===== config.mk =====
export PLATFORM = sky130hd
export DESIGN_NAME = iob_bus_arbiter
export DESIGN_NICKNAME = d
export VERILOG_FILES = /design/src/rtl/iob_bus_arbiter.sv
export SDC_FILE = /design/constraint.sdc
export NUM_CORES = 1
export LEC_CHECK = 0
export ABC_CLOCK_PERIOD_IN_PS = 4610
export BUFFER_PORTS_ARGS = -buffer_cell sky130_fd_sc_hd__buf_4
export CAP_MARGIN = 10
export CORE_AREA = 3 3 119 121
export CTS_CLUSTER_SIZE = 28
export DETAILED_ROUTE_END_ITERATION = 8
export DIE_AREA = 0 0 122 124
export PLACE_DENSITY_LB_ADDON = 0.1
export SYNTH_ARGS = -nofsm -noshare
export SYNTH_HDL_FRONTEND = slang
export SYNTH_SLANG_ARGS = --single-unit

===== constraint.sdc =====
create_clock -name clk -period 4.61 [get_ports clk]
set_input_delay 0.461 -clock clk [delete_from_list [all_inputs] [get_ports clk]]
set_output_delay 0.461 -clock clk [all_outputs]
set_load 0.02 [all_outputs]

===== src/rtl/iob_bus_arbiter.sv =====
// rtl/iob_bus_arbiter.sv - two-master round-robin IOb arbiter with slave-timeout watchdog
module iob_bus_arbiter #(
  parameter int ADDR_W  = 32,
  parameter int DATA_W  = 32,
  parameter int TIMEOUT = 1023
) (
  input  logic                clk,
  input  logic                rst,
  input  logic                i_valid,
  input  logic [ADDR_W-1:0]   i_addr,
  input  logic [DATA_W-1:0]   i_wdata,
  input  logic [DATA_W/8-1:0] i_wstrb,
  output logic [DATA_W-1:0]   i_rdata,
  output logic                i_ready,
  input  logic                d_valid,
  input  logic [ADDR_W-1:0]   d_addr,
  input  logic [DATA_W-1:0]   d_wdata,
  input  logic [DATA_W/8-1:0] d_wstrb,
  output logic [DATA_W-1:0]   d_rdata,
  output logic                d_ready,
  output logic                m_valid,
  output logic [ADDR_W-1:0]   m_addr,
  output logic [DATA_W-1:0]   m_wdata,
  output logic [DATA_W/8-1:0] m_wstrb,
  input  logic [DATA_W-1:0]   m_rdata,
  input  logic                m_ready,
  output logic                timeout_err,
  input  logic                err_clr
);

  localparam int CNT_W = (TIMEOUT > 0) ? $clog2(TIMEOUT + 1) : 1;
  localparam logic [CNT_W-1:0] CNT_LAST = (TIMEOUT > 0) ? CNT_W'(TIMEOUT - 1) : '0;
  localparam logic GRANT_I = 1'b0;
  localparam logic GRANT_D = 1'b1;

  typedef enum logic {IDLE, BUSY} state_t;

  state_t           state, next_state;
  logic             grant, last_grant, win, load, expire, done;
  logic [CNT_W-1:0] cnt;

  always_ff @(posedge clk or negedge rst) begin
    if (!rst) state <= IDLE;
    else      state <= next_state;
  end

  always_comb begin
    next_state = state;
    load       = 1'b0;
    m_valid    = 1'b0;
    expire     = 1'b0;
    done       = 1'b0;
    i_ready    = 1'b0;
    d_ready    = 1'b0;
    i_rdata    = m_rdata;
    d_rdata    = m_rdata;
    // On a tie the master not served last wins; otherwise the sole requester.
    if (i_valid && d_valid) win = ~last_grant;
    else                    win = d_valid ? GRANT_D : GRANT_I;
    case (state)
      IDLE: begin
        if (i_valid || d_valid) begin
          load       = 1'b1;
          next_state = BUSY;
        end
      end
      BUSY: begin
        m_valid = 1'b1;
        expire  = (TIMEOUT != 0) && !m_ready && (cnt == CNT_LAST);
        done    = m_ready || expire;
        if (done) begin
          next_state = IDLE;
          if (grant == GRANT_D) d_ready = 1'b1;
          else                  i_ready = 1'b1;
        end
        if (expire) begin
          if (grant == GRANT_D) d_rdata = '0;
          else                  i_rdata = '0;
        end
      end
      default: next_state = IDLE;
    endcase
  end

  always_ff @(posedge clk or negedge rst) begin
    if (!rst) begin
      m_addr      <= '0;
      m_wdata     <= '0;
      m_wstrb     <= '0;
      grant       <= GRANT_I;
      last_grant  <= GRANT_D;
      cnt         <= '0;
      timeout_err <= 1'b0;
    end else begin
      if (load) begin
        m_addr  <= (win == GRANT_D) ? d_addr  : i_addr;
        m_wdata <= (win == GRANT_D) ? d_wdata : i_wdata;
        m_wstrb <= (win == GRANT_D) ? d_wstrb : i_wstrb;
        grant   <= win;
        cnt     <= '0;
      end else if (state == BUSY && !m_ready && cnt != '1) begin
        cnt <= cnt + 1'b1;
      end
      if (done) last_grant <= grant;
      // A new expiry outranks a same-cycle clear so the event is never lost.
      if (expire)       timeout_err <= 1'b1;
      else if (err_clr) timeout_err <= 1'b0;
    end
  end

endmodule


* Word level (Yosys, flattened, before mapping)
Index checks and enable logic that the tools add are counted.
** Storage, ports and cells
- Bits of input ports :: 174
- Output and inout bits :: 136
- Logic and storage cells :: 50
- Flip-flop bits (word level) :: 82
** Cells by class
- Equality and inequality tests :: 2
- Bitwise gates (word level) :: 2
- Add/sub/neg operators :: 1
- Multiplexer cells :: 28
- Reduce and logical (&&, ||, !) cells :: 9
** Operator list (count)
- $mux 32 :: 8
- $mux 10 :: 2
- $mux 1 :: 16
- $add 10x1->10 const B :: 1
- $eq 10x10->1 const B :: 1
- $ne 10x10->1 const B :: 1
- $logic_and 1x1->1 :: 4
- $mux 4 :: 1
- $reduce_bool 2->1 :: 2
- $logic_or 1x1->1 :: 2
- $not 1->1 :: 2
- $pmux 1 s2 :: 1
- $logic_not 1->1 :: 1

* Longest topological paths before layout
- Word-level depth :: 5
- Mapped depth :: 7
- Gate-level depth less buffers :: 6

* Worst setup path after synthesis
Ideal clock, no wire load.
- Path type :: register -> output
- From :: register cnt[0]
- To :: output port i_rdata[10]
- Buffers on the path :: 1
- Data required time :: 4.149 ns
- Cell stages (with the launch flop) :: 8
- Data arrival time :: 1.452 ns
- Path slack :: 2.697 ns
- Cells stage by stage :: dfrtp_1 inv_1 ha_1 nand2_1 nor3_4 and3_1 buf_4 nor2b_1
** Between the ends
- Cells in the longest elaborated chain, start to end :: 4
** Ends and longest elaborated chain
- start, declared :: line 40 : logic [CNT_W-1:0] cnt;
- start signal, assigned :: line 102 : cnt <= cnt + 1'b1;
- $eq 10x10->1 :: line 69 : expire = (TIMEOUT != 0) && !m_ready && (cnt == CNT_LAST);
- $logic_and 1x1->1 :: line 69
- $mux 32 :: line 76 : if (expire) begin
- $mux 32 :: line 60 : case (state)
- end, declared :: line 13 : output logic [DATA_W-1:0] i_rdata,
Every way passes these cells.

* Final worst setup path
- From :: register cnt[0]
- To :: output port d_rdata[24]
** Between the ends
- Cells in the longest elaborated chain, start to end :: 4
** Ends and longest elaborated chain
- $eq 10x10->1 :: line 69
- $logic_and 1x1->1 :: line 69
- $mux 32 :: line 76
- $mux 32 :: line 60
- end, declared :: line 19 : output logic [DATA_W-1:0] d_rdata,
Every way passes these cells.

==> impl_metrics.json <==
{
  "antenna_found_initial": 0,
  "clk_path_buf_depth": 2,
  "status": "finished clean",
  "grt_pass1_wl_um": 20530,
  "synthSimpleGateAreaFrac_pct": 19.91,
  "p_per_area_nw_per_um2": 465.7,
  "ff2ff_path_depth": 3,
  "first_pass_iters": 6,
  "slowest_delay_ns": 0.68,
  "overflow": 0,
  "fin_skew_ns": 0.009947,
  "critPathTopFamily": "simple AND/OR/NAND/NOR gates",
  "path_buf_inv": 2,
  "numCtsBuffers": 9,
  "cts_hold_buf": 0,
  "slew_violations": 0,
  "critical-path-slowest-cell": "nand3_1",
  "grt_max_degree": 112,
  "rsz0062_at_grt": "no",
  "synthDistinctLibCells": 35,
  "cp.depth": 7,
  "drc": 0,
  "synthMuxAreaShare_pct": 16.61,
  "synth-edff-count": 0,
  "coreArea_um2": 13190,
  "syn_inst": 444,
  "die_area_um2": 15130,
  "port_buffers": 309,
  "synth-seq-cells": 82,
  "report.power.total_uw": 3274,
  "tns_ns": 0,
  "io_pins": 310,
  "place.gp.congestion": 0.7478,
  "setup-violations-final": 0,
  "min-delay-path-class": "primary input to asynchronous set/reset pin",
  "synth_top_family_by_area": "simple AND/OR/NAND/NOR gates",
  "hold_slack_ns": 0.07178,
  "avgSynthCellArea_um2": 9.655,
  "final_common_cell": "buf_4",
  "yosys.area_share.adder_pct": 0.5838,
  "clk-insertion-delay-late_ns": 0.34,
  "layout_common_cells": "313 x buf_4, 81 x dfrtp_1, 76 x nand2_1",
  "timing.final.crit_share_pct": 66.61,
  "clk_pin_slew_worst_paths_ns": 0.06,
  "std_cell_rows": 42,
  "placed_area_um2": 6726,
  "synth-compound-area-share_pct": 11.21,
  "yosysSeqAreaShare_pct": 47.90,
  "synth_flop_cell": "dfrtp_1",
  "stdcell_count": 919,
  "final_cell_area_um2": 7029,
  "maxCapViolCount": 0,
  "root_buffer": "clkbuf_16",
  "cts.sinks": 82,
  "relSlewSlack_pct": 29.41,
  "vdd_drop_max_mv": 0.2181,
  "die_x_um": 122,
  "worstPathArrival_ns": 2.61,
  "synth_fp_nets": 620,
  "start_util_pct": 32.50,
  "cts_setup_buffers": 0,
  "routed_wl_um": 13760,
  "layout-drive-gt1-share_pct": 44.95,
  "ys_async_sr_fraction_pct": 100.0,
  "cp_max_fo": 32,
  "dr_total_vias": 4183,
  "syn_area_um2": 4287,
  "endpoint_kind": "primary output",
  "cts.htree.levels": 3,
  "fin_crit_ns": 3.071,
  "hold_viol": 0,
  "ant_nets": 0,
  "layout.nets": 914,
  "cts-resized-gates": 0,
  "dp.final_hpwl_um": 10980,
  "synth-xor-area-share_pct": 0,
  "cellLeakagePower_uw": 0.003601,
  "grt_pass1_vias": 4084,
  "timing.fmax_mhz": 325.6,
  "cts_tree": "built",
  "critPathKind": "flip-flop to primary output",
  "dp.cells": 903,
  "die_y_um": 124,
  "critPathRequiredTime_ns": 4.15,
  "synthToLayoutAreaGrowth_pct": 63.98,
  "drtIter0Drc": 130,
  "viasPerCell": 4.552,
  "num_antenna_cells": 0,
  "grt_use_total_pct": 17.30,
  "wl_per_cell_um": 14.97,
  "yosysWarnings": 0,
  "critPathLaunchType": "flip-flop",
  "tightest_slew_ns": 1.059,
  "cp_cell_sequence": "inv_1 -> ha_1 -> nand2_1 -> nor3_4 -> nand3_1 -> and2_1 -> buf_4"
}
-- worst register-to-register path, stage by stage, from the launching register on --
cell and delay [ns]:
dfrtp_1 0.47, or2_4 0.82, buf_4 0.49, o21ai_0 0.15
-- flip-flops by register name (all words and copies together), names as in the netlist --
name and cells:
grant 1, m_wdata 32, cnt 10, state 1
m_addr 32, last_grant 1, timeout_err 1, m_wstrb 4
-- per-stage QoR --
step | util (%) | setup slack [ns]
floorplan | - | 2.697
global placement | 51.00 | 2.006
detailed placement | 51.00 | 1.897
CTS | 53.29 | 1.514
global route | 53.29 | 1.297
finish | 53.29 | 1.539
-- final cells by class --
class / count / area [um2]
Fill cell: 1218 / 6161
Timing Repair Buffer: 313 / 2350
Multi-Input combinational cell: 327 / 2085
Sequential cell: 82 / 2053
Clock buffer: 11 / 242.7
Tap cell: 176 / 220.2
Clock inverter: 5 / 60.06
Inverter: 5 / 18.77
-- worst paths after layout --
kind | start | slack (ns) | endpoint
worst max-delay path | cnt[0]$_DFFE_PN0P_ | 1.54 | d_rdata[24]
worst min-delay path | rst | 0.07 | m_wdata[11]$_DFFE_PN0N_
worst max register to register | state$_DFF_PN0_ | 2.56 | m_addr[6]$_DFFE_PN0N_
worst min register to register | m_wstrb[1]$_DFFE_PN0N_ | 0.48 | m_wstrb[1]$_DFFE_PN0N_
max in group asynchronous | rst | 3.54 | m_wdata[8]$_DFFE_PN0N_
min in group clk | err_clr | 0.31 | timeout_err$_DFFE_PN0P_
-- cell usage after synthesis, drive strengths merged, types with 3 or more instances --
cell type,count,share of area [%]
nand3,5,0.58
mux2i,70,16
nor3,3,0.61
dfrtp,81,47
o311ai,3,0.61
nand2,76,6.7
clkbuf,15,1.3
nor2b,33,4.8
o21ai,73,8.5
a21oi,3,0.35
buf,15,2.0
and2,32,4.7
nor2,7,0.61
inv,5,0.44
o41ai,3,0.61
-- cell families (layout without fill, tap and decap cells) --
group,Yosys count,count (layout)
adder cells (fa/ha/maj),2,2
AND/OR/NAND/NOR,166,166
AO/OA/AOI/OAI,88,88
multiplexers,71,71
flip-flops,82,82
buffers and inverters,35,334
-- metal layers --
metal | global-route usage (%) | vias up | share of wire [%]
met4 | 6.513 | 0 | 2.0
met2 | 30.35 | 161 | 52
met5 | 0 | - | 0
met1 | 19.98 | 1890 | 38
met3 | 5.132 | 22 | 8.1
li1 | - | 2110 | -
-- where the power goes --
part | switching [uW] | internal [uW] | leakage, uW
Combinational | 789 | 618 | 0.00243
Sequential | 153 | 978 | 0.00102
Clock | 298 | 438 | 0.000147
Total | 1240 | 2030 | 0.00360
(Power assumes the default switching activity.)
